### config.mk
export PLATFORM = sky130hd
export DESIGN_NAME = udm_uart_tx
export DESIGN_NICKNAME = d
export VERILOG_FILES = /design/src/rtl/udm_uart_pkg.sv /design/src/rtl/udm_sync_fifo.sv /design/src/rtl/udm_uart_tx.sv
export SDC_FILE = /design/constraint.sdc
export NUM_CORES = 1
export LEC_CHECK = 0
export CAP_MARGIN = 20
export CORE_ASPECT_RATIO = 1.1
export CORE_MARGIN = 5
export CORE_UTILIZATION = 50
export DETAILED_ROUTE_END_ITERATION = 10
export MAX_ROUTING_LAYER = met4
export PLACE_DENSITY = 0.72
export SLEW_MARGIN = 20
export SYNTH_ARGS = -nofsm -noshare
export SYNTH_HDL_FRONTEND = slang
export SYNTH_SLANG_ARGS = --single-unit
### constraint.sdc
create_clock -name clk_i -period 11.12 [get_ports clk_i]
set_clock_uncertainty 0.1 [all_clocks]
set_input_delay 2.224 -clock clk_i [delete_from_list [all_inputs] [get_ports clk_i]]
set_output_delay 2.224 -clock clk_i [all_outputs]
set_load 0.005 [all_outputs]
### src/rtl/udm_uart_pkg.sv
// ----------------------------------------------------------------------------
// udm_uart_pkg
//   Shared definitions for the UDM debug-path UART (TX now, RX later).
//   Contents:
//     uart_tx_state_e  frame state machine encoding
//     PAR_*            mode_i encodings for the parity setting
//     DIV_MIN          smallest usable bit period in clock cycles
//     has_parity()     true when a mode inserts a parity bit
//     parity_bit()     parity value for a data byte under a given mode
// ----------------------------------------------------------------------------
package udm_uart_pkg;

    typedef enum logic [2:0] {
        ST_IDLE,
        ST_START,
        ST_DATA,
        ST_PARITY,
        ST_STOP
    } uart_tx_state_e;

    localparam logic [1:0] PAR_NONE = 2'b00;
    localparam logic [1:0] PAR_EVEN = 2'b01;
    localparam logic [1:0] PAR_ODD  = 2'b10;

    localparam int DIV_MIN = 4;

    // Mode 11 is treated like 00 so a stray config never inserts a bit.
    function automatic logic has_parity(input logic [1:0] mode);
        return (mode == PAR_EVEN) || (mode == PAR_ODD);
    endfunction

    // Even parity makes the total count of ones even, odd makes it odd.
    function automatic logic parity_bit(input logic [7:0] data, input logic [1:0] mode);
        return (mode == PAR_ODD) ? ~^data : ^data;
    endfunction

endpackage

### src/rtl/udm_sync_fifo.sv
// ----------------------------------------------------------------------------
// udm_sync_fifo
//   Single-clock FIFO with asynchronous active-low reset.
//   Ports:
//     clk_i    clock
//     rstn_i   asynchronous reset, active low (empties the FIFO)
//     push_i   write data_i this cycle (ignored when full unless popping too)
//     data_i   write data
//     pop_i    discard head entry this cycle (ignored when empty)
//     data_o   head entry (valid when !empty_o)
//     full_o   DEPTH entries held
//     empty_o  no entries held
// ----------------------------------------------------------------------------
module udm_sync_fifo #(
    parameter int WIDTH = 8,
    parameter int DEPTH = 8
) (
    input  logic             clk_i,
    input  logic             rstn_i,
    input  logic             push_i,
    input  logic [WIDTH-1:0] data_i,
    input  logic             pop_i,
    output logic [WIDTH-1:0] data_o,
    output logic             full_o,
    output logic             empty_o
);

    localparam int AW = $clog2(DEPTH);

    logic [WIDTH-1:0] mem [DEPTH];
    logic [AW-1:0]    wr_ptr;
    logic [AW-1:0]    rd_ptr;
    logic [AW:0]      count;
    logic             do_push;
    logic             do_pop;

    // The count is one bit wider than the pointers so full and empty are
    // distinguishable; pointers wrap naturally because DEPTH is a power of two.
    assign full_o  = (count == (AW+1)'(DEPTH));
    assign empty_o = (count == '0);
    assign do_pop  = pop_i & ~empty_o;
    // A simultaneous pop frees the slot being written, so push is safe when full.
    assign do_push = push_i & (~full_o | do_pop);
    assign data_o  = mem[rd_ptr];

    // Storage carries no reset; only the pointers define which entries are live.
    always_ff @(posedge clk_i) begin
        if (do_push) begin
            mem[wr_ptr] <= data_i;
        end
    end

    always_ff @(posedge clk_i or negedge rstn_i) begin
        if (!rstn_i) begin
            wr_ptr <= '0;
            rd_ptr <= '0;
            count  <= '0;
        end else begin
            if (do_push) begin
                wr_ptr <= wr_ptr + AW'(1);
            end
            if (do_pop) begin
                rd_ptr <= rd_ptr + AW'(1);
            end
            case ({do_push, do_pop})
                2'b10:   count <= count + (AW+1)'(1);
                2'b01:   count <= count - (AW+1)'(1);
                default: count <= count;
            endcase
        end
    end

endmodule

### src/rtl/udm_uart_tx.sv
// ----------------------------------------------------------------------------
// udm_uart_tx
//   UART transmitter for the UDM debug return path. Bytes arrive on a
//   valid/ready stream, queue in a small FIFO and leave as frames:
//   start, 8 data bits LSB first, optional parity, STOP_BITS stop bits.
//   Ports:
//     clk_i       system clock
//     rstn_i      asynchronous reset, active low
//     div_i       bit period in clk_i cycles (clamped to at least DIV_MIN)
//     mode_i      parity: 00 none, 01 even, 10 odd, 11 none
//     in_valid_i  byte offered
//     in_data_i   byte to send
//     in_ready_o  FIFO can accept a byte this cycle
//     tx_o        serial line, idle high, registered
//     busy_o      frame in progress or bytes queued
// ----------------------------------------------------------------------------
module udm_uart_tx
    import udm_uart_pkg::*;
#(
    parameter int FIFO_DEPTH = 8,
    parameter int STOP_BITS  = 1,
    parameter int DIV_W      = 32
) (
    input  logic             clk_i,
    input  logic             rstn_i,
    input  logic [DIV_W-1:0] div_i,
    input  logic [1:0]       mode_i,
    input  logic             in_valid_i,
    input  logic [7:0]       in_data_i,
    output logic             in_ready_o,
    output logic             tx_o,
    output logic             busy_o
);

    uart_tx_state_e   state;
    uart_tx_state_e   state_next;

    logic             fifo_full;
    logic             fifo_empty;
    logic [7:0]       fifo_data;
    logic             push;
    logic             pop;

    logic [DIV_W-1:0] div_eff;
    logic [DIV_W-1:0] frame_div;
    logic [DIV_W-1:0] timer;
    logic [2:0]       bit_idx;
    logic [7:0]       shift_q;
    logic             par_q;
    logic             par_en_q;
    logic             stop_cnt;
    logic             bit_done;
    logic             last_stop;
    logic             tx_next;
    logic             tx_q;

    // Ready is held low during reset so nothing is accepted into a FIFO
    // that is being cleared.
    assign in_ready_o = rstn_i & ~fifo_full;
    assign push       = in_valid_i & in_ready_o;

    udm_sync_fifo #(
        .WIDTH (8),
        .DEPTH (FIFO_DEPTH)
    ) u_fifo (
        .clk_i   (clk_i),
        .rstn_i  (rstn_i),
        .push_i  (push),
        .data_i  (in_data_i),
        .pop_i   (pop),
        .data_o  (fifo_data),
        .full_o  (fifo_full),
        .empty_o (fifo_empty)
    );

    // Very short periods leave no room for the pop/latch pipeline, so the
    // divider never drops below DIV_MIN.
    assign div_eff   = (div_i < DIV_W'(DIV_MIN)) ? DIV_W'(DIV_MIN) : div_i;
    assign bit_done  = (timer == '0);
    assign last_stop = (stop_cnt == 1'(STOP_BITS - 1));
    assign busy_o    = (state != ST_IDLE) | ~fifo_empty;
    assign tx_o      = tx_q;

    // State register.
    always_ff @(posedge clk_i or negedge rstn_i) begin
        if (!rstn_i) begin
            state <= ST_IDLE;
        end else begin
            state <= state_next;
        end
    end

    // Next state, FIFO pop and line level. The line level follows the
    // current state and is registered below, which gives the two-cycle
    // accept-to-start latency and keeps tx_o free of input paths.
    // Popping on the last stop cycle chains frames with no idle gap.
    always_comb begin
        state_next = state;
        pop        = 1'b0;
        tx_next    = 1'b1;
        case (state)
            ST_IDLE: begin
                if (!fifo_empty) begin
                    pop        = 1'b1;
                    state_next = ST_START;
                end
            end
            ST_START: begin
                tx_next = 1'b0;
                if (bit_done) begin
                    state_next = ST_DATA;
                end
            end
            ST_DATA: begin
                tx_next = shift_q[0];
                if (bit_done && bit_idx == 3'd7) begin
                    state_next = par_en_q ? ST_PARITY : ST_STOP;
                end
            end
            ST_PARITY: begin
                tx_next = par_q;
                if (bit_done) begin
                    state_next = ST_STOP;
                end
            end
            ST_STOP: begin
                if (bit_done && last_stop) begin
                    if (!fifo_empty) begin
                        pop        = 1'b1;
                        state_next = ST_START;
                    end else begin
                        state_next = ST_IDLE;
                    end
                end
            end
            default: begin
                state_next = ST_IDLE;
            end
        endcase
    end

    // Frame datapath. Divider and parity mode are captured at pop time so a
    // config change only affects frames that have not started yet.
    always_ff @(posedge clk_i or negedge rstn_i) begin
        if (!rstn_i) begin
            frame_div <= DIV_W'(DIV_MIN);
            timer     <= '0;
            bit_idx   <= '0;
            shift_q   <= '0;
            par_q     <= 1'b0;
            par_en_q  <= 1'b0;
            stop_cnt  <= 1'b0;
        end else if (pop) begin
            frame_div <= div_eff;
            timer     <= div_eff - DIV_W'(1);
            bit_idx   <= '0;
            shift_q   <= fifo_data;
            par_q     <= parity_bit(fifo_data, mode_i);
            par_en_q  <= has_parity(mode_i);
            stop_cnt  <= 1'b0;
        end else if (state != ST_IDLE) begin
            if (bit_done) begin
                timer <= frame_div - DIV_W'(1);
                if (state == ST_DATA) begin
                    shift_q <= shift_q >> 1;
                    bit_idx <= bit_idx + 3'd1;
                end
                if (state == ST_STOP) begin
                    stop_cnt <= stop_cnt + 1'b1;
                end
            end else begin
                timer <= timer - DIV_W'(1);
            end
        end
    end

    // Line flop; reset forces the line high at once, aborting any frame.
    always_ff @(posedge clk_i or negedge rstn_i) begin
        if (!rstn_i) begin
            tx_q <= 1'b1;
        end else begin
            tx_q <= tx_next;
        end
    end

endmodule

Word-level counts from Yosys, hierarchy flattened
Memory sizes are Yosys's and may differ from the RTL's.
Cells that the tools add are included.
Operators by class
  $add $sub $neg: 9
  $lt $le $gt $ge: 1
  equal/unequal tests: 15
  multiplexer cells: 32
  bitwise gates (word level): 9
  reductions and logical operators: 17
Operators by type and width (number)
  $mux W32: 4
  $sub A32 B1 Y32 const B: 3
  $logic_not A32 Y1: 1
  $lt A32 B3 Y1 const B: 1
  $mux W8: 4
  $mux W3: 10
  $pmux W3 S5: 1
  $mux W1: 10
  $ne A2 B2 Y1 const B: 5
  $reduce_bool A2 Y1: 5
  $add A3 B1 Y3 const B: 3
  $pmux W4 S2: 1
  $reduce_xnor A8 Y1: 1
  $reduce_xor A8 Y1: 1
  $eq A3 B2 Y1 const B: 2
  $eq A3 B3 Y1 const B: 2
  $reduce_and A3 Y1: 2
  $reduce_and A5 Y1: 1
  $add A4 B1 Y4 const B: 1
  $and A1 B1 Y1: 4
  $eq A2 B1 Y1 const B: 2
  $eq A2 B2 Y1 const B: 2
  $eq A4 B4 Y1 const B: 1
  $logic_not A4 Y1: 1
  other kinds (11): 15
Word-level totals
  bits in registers: 92
  memory bits (writable): 64
  input bits: 45
  word-level logic and storage cells: 96
  memories: 1
Memories
  u_fifo.mem: depth 8, bits a word 8, read ports 1, clocked after memory_dff 0, wr ports 1, line udm_sync_fifo.sv:30  | logic [WIDTH-1:0] mem [DEPTH];

Logic depth before layout (Yosys ltp)
Gate-level depths: netlist of the first run.
  depth in word-level cells: 9
  mapped depth: 17

Modules after synthesis
Synthesis of the first run repeated with hierarchy kept, for this count alone.
Second synthesis, totals
  cells, all modules: 829
  area total of the unflattened synthesis: 8613.3 µm²
By module, submodules not included
  udm_uart_tx: instances 1, cells each 667, area each 5462.7 µm², seq. area each 2054.5 µm²
  udm_sync_fifo: instances 1, cells each 162, area each 3150.5 µm², seq. area each 2172.1 µm²

Least setup slack after synthesis of the first run
No wires, ideal clock.
  kind: input to register
  from: input port div_i[18]
  to: register timer[30]
  library setup time: 0.124 ns
  arrival: 4.699 ns
  data required time: 10.896 ns
  slack: 6.197 ns
  stages: 11
  cell sequence: or3_1 > nor4_1 > and4_1 > nor3_2 > a21oi_1 > ha_1 > o311ai_0 > o22ai_1 > and2_1 > a211o_1 > nand3_1
Between the ends
  word-level cells in the longest chain between the ends: 4
Ends and longest elaborated chain
  from (decl): line udm_uart_tx.sv:26  | input logic [DIV_W-1:0] div_i,
  $lt A32 B3 Y1: line udm_uart_tx.sv:78  | assign div_eff = (div_i < DIV_W'(DIV_MIN)) ? DIV_W'(DIV_MIN) : div_i;
  $mux W32 *: line udm_uart_tx.sv:78
  $sub A32 B1 Y32 *: line udm_uart_tx.sv:155  | timer <= div_eff - DIV_W'(1);
  $mux W32 *: line udm_uart_tx.sv:153  | end else if (pop) begin
  to (signal assigned): line udm_uart_tx.sv:155
  to (signal assigned): line udm_uart_tx.sv:163  | timer <= frame_div - DIV_W'(1);
  to (signal assigned): line udm_uart_tx.sv:172  | timer <= timer - DIV_W'(1);
  to (decl): line udm_uart_tx.sv:46  | logic [DIV_W-1:0] timer;
Every way passes the cells marked *; elsewhere a longest branch is shown, timed or not.
A chain may end at the register's enable or synchronous reset.

Final worst setup path of the first run
  from: input port div_i[17]
  to: register timer[30]
Same word-level chain as after synthesis.

==> results of run 1 <==
-- area by class of cell --
type                    instances  area [um2]  share of cell area (%)
flip-flops and latches        156        4230                    44.4
clock buffers                  20         447                    4.70
inverters                       8        30.0                   0.316
repair buffers                 54         524                    5.51
multi-input cells             592        3840                    40.4
clock inverters                12         186                    1.96
well taps                     204         255                    2.68
-- metal layers --
layer / global-route usage, % / up-vias
met3: 4.43 / 33
li1: - / 3017
met1: 27.0 / 3177
met5: - / -
met2: 36.5 / 232
met4: 9.56 / 0
-- cells by family after synthesis --
family | Yosys count | synth area share, %
AND/OR/NAND/NOR | 321 | 18.6
adder cells (fa/ha/maj) | 10 | 1.60
flip-flops | 156 | 51.0
buffers and inverters | 55 | 2.94
AO/OA/AOI/OAI | 196 | 16.2
multiplexers | 29 | 5.93
XOR/XNOR | 36 | 3.80
-- critical path: stages --
cell,delay [ps]
clkdlybuf4s50_1,480
or3_1,400
nor4_1,630
and4_1,360
nor3_2,80
a21oi_1,230
ha_1,640
o311ai_0,270
o22ai_1,460
and2_1,230
a211o_1,130
nand3_1,60
-- report_power, final --
part	switching [mW]	internal, mW
clock	0.241	0.386
combinational	0.495	0.407
sequential	0.216	0.784
-- per-stage QoR --
stage / setup slack, ps / utilization (%) / total power, mW
global placement: 4880 / 54.4 / 1.86
CTS: 5180 / 58.2 / 2.53
finish: 5110 / 58.3 / 2.53
floorplan: 6200 / - / 1.67
detailed placement: 4720 / 54.4 / 1.90
global route: 4830 / 58.3 / 2.70
-- placed cells by master, fill, tap and decap left out, types with 7 or more instances in the layout --
cell type	count
a22o_1	7
nor3_1	26
nor4_1	13
nand2_1	144
o21ai_1	26
xor2_1	14
clkbuf_16	17
o21ai_0	45
a211o_1	14
ha_1	9
edfxtp_1	64
xnor2_1	22
nand3_1	14
inv_1	7
clkdlybuf4s50_1	46
mux4_2	16
nor2_1	62
mux2i_1	12
a21oi_1	37
dfrtp_1	89
nand2b_1	9
a31oi_1	9
buf_4	7
-- final timing paths --
kind,from,end,cells past startpoint
min,shift_q[0],shift_q[0],2
min reg2reg,shift_q[0],shift_q[0],2
max,div_i[17],timer[30],12
max in group asynchronous,rstn_i,u_fifo.rd_ptr[0],2
max reg2reg,timer[13],timer[30],13
min in group asynchronous,rstn_i,frame_div[9],1
-- registers in the layout, summed over array words and instances (netlist names) --
signal         cells
par_q              1
bit_idx            3
u_fifo.rd_ptr      3
timer             32
u_fifo.wr_ptr      3
frame_div         32
shift_q            8
par_en_q           1
stop_cnt           1
u_fifo.count       4
tx_o               1
state              3
u_fifo.mem        64
==> metrics, run 1 <==
minimum clock period 6010 ps; Area contributors post-synth dfrtp_1 27%, edfxtp_1 23%, nand2_1 6.5%; met3 wire length 1210 um; synth warn 0; Post-Synthesis Net Count 858; post-synthesis cell area 8290 um2; first-pass GRT wire length 33,800 um; WL met1 8250 um; dominant cell type by area after synthesis dfrtp_1; Post-synth EDFFs 64; Iteration-0 DRC Markers 670; Synth Flop Type dfrtp_1; antenna-violating nets left 0; # rows 49; Final Slew Violations 0; Fin. Hold Viols 0; design area 9510 um2; Top Layer Used met4; Pleak 3.68 nW; CTS tree built; Initial Utilization 50.8%; core area 16,300 um2; reg2reg setup slack 6300 ps; fill count 1,328; DRC 0; final worst path period share 54.0%; area delta synth->final 14.8%; Congestion Overflow GR 0; TNS Setup 0 ps; gr usage total 22.3%; die height 145 um; io pins 48; Final #Nets 884; met2 WL post-DR 10,300 um; Slew headroom 33.9%; # clock sinks 156; CTS Buf Count 17; layout cells sized above 1 10.3%; #FFs+latches synth 156; clk root buf clkbuf_16; worst-path maximum fanout 15; post-DR vias/cell 6.17; die area 19,300 um2; Post-synth ARST share 59.0%; initial antenna violation count 0; # port buffers 47; Hold WS 382 ps; post-CTS setup buffers 0; number of inserted diodes 0; largest net degree at the start of global routing 96; Worst Hold Class reg2reg; Detail Placement HPWL 13,300 um; share of the yosys chip area belonging to registers 51.0%; status complete, no violations; hold_buf cts 0; max frequency 166 MHz; slew of the pin with the lowest slew margin 992 ps; WL/cell 19.3 um; H-tree depth 4; top cell type's share of synthesized area 27.2%; critical path class in2reg; Die Span X 133 um; clock buffer depth 2; top-count cell post-synth nand2_1; DR vias 6,459; final WL 20,200 um; vias in the first global route 6,642; VDD IR max 0.151 mV; synth unique cells 78; syn_area_per_cell 10.3 um2; Syn Inst Count 803; Crit. End Element flop; Setup-failing EPs final 0; 1st-pass router iterations 7; Post-Place Cells 1,013; placer congestion estimate 0.872; PostCTS Resize Cnt 0; Crit path arrival time 6210 ps; Post-synth top cells 144 x nand2_1, 90 x dfrtp_1, 64 x edfxtp_1; RSZ-0062 raised after global routing false; DP Area 8860 um2; Max-cap violations 0; Layout Cells excl Fill 1,046; Req. time, crit path 11,320 ps; Worst-Skew Late Latency 420 ps; Pwr Density 266 nW/um2; Clock transition at path regs 60 ps; nature of the critical path startpoint input pin
Power figures use the tool's default switching activity.
==> run 2, diff against run 1 <==
--- a/config.mk
+++ b/config.mk
@@ -11,7 +11,7 @@
 export CORE_UTILIZATION = 50
 export DETAILED_ROUTE_END_ITERATION = 10
 export MAX_ROUTING_LAYER = met4
-export PLACE_DENSITY = 0.72
+export PLACE_DENSITY = 0.74
 export SLEW_MARGIN = 20
 export SYNTH_ARGS = -nofsm -noshare
 export SYNTH_HDL_FRONTEND = slang
==> constraint.sdc (replaced) <==
create_clock -name clk_i -period 5.2 [get_ports clk_i]
set_clock_uncertainty 0.1 [all_clocks]
set_input_delay 1.04 -clock clk_i [delete_from_list [all_inputs] [get_ports clk_i]]
set_output_delay 1.04 -clock clk_i [all_outputs]
set_load 0.005 [all_outputs]
==> run 2 against run 1 <==
  * Combinational power up 120%
  * Sequential cell count unchanged
  * Critical path depth unchanged
  * Sequential share of layout area down 0.22 points
  * First-iteration DRC count down 20%
  * Highest routed layer unchanged
==> metrics, run 2 (synthesis results as in run 1) <==
clk root buf clkbuf_16; 1st-pass router iterations 5; Clock Power Share 24.4%; Initial Utilization 50.8%; Worst Hold Class reg2reg; design area 9560 um2; switching pwr 2.02 mW; Top Layer Used met4; Switching Share 37.5%; CTS tree built; reg2reg setup slack 1090 ps; Congestion Overflow GR 0; Final #Nets 891; CTS Buf Count 17; hold depth 1; post-CTS setup buffers 0; post-DR vias/cell 6.12; WL met1 8010 um; io pins 48; Total Power 5.39 mW; antenna-violating nets left 0; area delta synth->final 15.3%; Pwr Density 564 nW/um2; Worst-Skew Late Latency 430 ps; clock buffer depth 2; # rows 49; DP Area 8930 um2; fill count 1,360; die area 19,300 um2; Crit path arrival time 4440 ps; initial antenna violation count 0; slew of the pin with the lowest slew margin 976 ps; worst-path maximum fanout 10; max reg flops 64; Slew headroom 34.9%; critical path class in2reg; Crit. End Element flop; FF-to-FF path depth 14; DR vias 6,441; Req. time, crit path 5400 ps; Detail Placement HPWL 13,200 um; TNS Setup 0 ps; Clock transition at path regs 70 ps; core area 16,300 um2; worst-case hold path end point u_fifo.count[3]; Max-cap violations 0; # clock sinks 156; die height 145 um; H-tree depth 4; status complete, no violations; Gate power share 36.0%; hold_buf cts 0; share of power burned in registers 39.6%; gr usage total 21.8%; WL/cell 18.8 um; # port buffers 47; VDD IR max 0.285 mV; largest net degree at the start of global routing 96; FF-to-FF End timer[12]; P_int 3.37 mW; Setup-failing EPs final 0; min-delay src u_fifo.count[3]; number of inserted diodes 0; biggest regs u_fifo.mem: 64 flops, frame_div: 32 flops, timer: 32 flops; reg2reg start timer[7]; Die Span X 133 um; nature of the critical path startpoint input pin; Fin. Hold Viols 0; Pleak 3.70 nW; final worst path period share 81.4%; most frequent cells in the layout 144 x nand2_1, 89 x dfrtp_1, 64 x edfxtp_1; PostCTS Resize Cnt 0; Hold WS 380 ps; met3 wire length 1150 um; Final Slew Violations 0; met2 WL post-DR 10,100 um; vias in the first global route 6,512; minimum clock period 4230 ps; RSZ-0062 raised after global routing false; max frequency 236 MHz; Iteration-0 DRC Markers 539; DRC 0; largest reg by FF count u_fifo.mem; placer congestion estimate 0.886; commonest non-fill, non-tap cell in the layout nand2_1; layout cells sized above 1 10.8%; final WL 19,800 um; first-pass GRT wire length 32,800 um
==> run 2: layout make-up <==
| class | instances | area, um2 | share of cell area (%) |
|---|---|---|---|
| Sequential cell | 156 | 4230 | 44.2 |
| Multi-Input combinational cell | 592 | 3840 | 40.1 |
| Timing Repair Buffer | 61 | 586 | 6.13 |
| Clock buffer | 18 | 429 | 4.49 |
| Tap cell | 204 | 255 | 2.67 |
| Clock inverter | 14 | 194 | 2.03 |
| Inverter | 8 | 30.0 | 0.314 |
==> run 2: stage by stage <==
| stage | cells | utilization (%) | setup WS [ps] |
|---|---|---|---|
| final | 1053 | 58.6 | 966 |
| after global routing | 1053 | 58.6 | 780 |
| after CTS | 1053 | 58.6 | 1040 |
| after detailed placement | 1021 | 54.8 | 653 |
| after global placement | 1021 | 54.8 | 747 |
| after floorplan | 803 | - | 1460 |
==> run 2: worst max-delay path, cell delays in order <==
cell and delay, ps:
clkdlybuf4s50_1 470, or4_1 600, nor3_1 340, and4_1 310
nor3_2 80, a21oi_1 270, ha_1 300, buf_4 240
o21ai_4 120, o311a_1 340, a211oi_1 220, o21ai_1 110
==> run 2: how the worst max path moves through the flow <==
stage                   start         to  slack, ps  cells past startpoint
finish              div_i[24]  timer[12]        970                     12
detailed placement  div_i[24]  timer[30]        650                     12
CTS                 div_i[24]  timer[30]       1040                     12
global placement    div_i[24]  timer[30]        750                     12
floorplan           div_i[18]  timer[30]       1460                     11
global route        div_i[24]  timer[30]        780                     12
==> run 2: power groups by stage <==
stage	registers (mW)	logic, mW	clock network (mW)
finish	2.13	1.94	1.32
global route	2.20	2.17	1.38
CTS	2.13	1.95	1.32
detailed placement	2.14	1.95	0
global placement	2.14	1.88	0
floorplan	1.94	1.62	0
==> run 2: layer usage <==
layer  global-route usage, %  up-vias
li1                        -     3036
met1                    25.4     3132
met2                    37.1      228
met3                    4.36       45
met4                    8.32        0
met5                       -        -
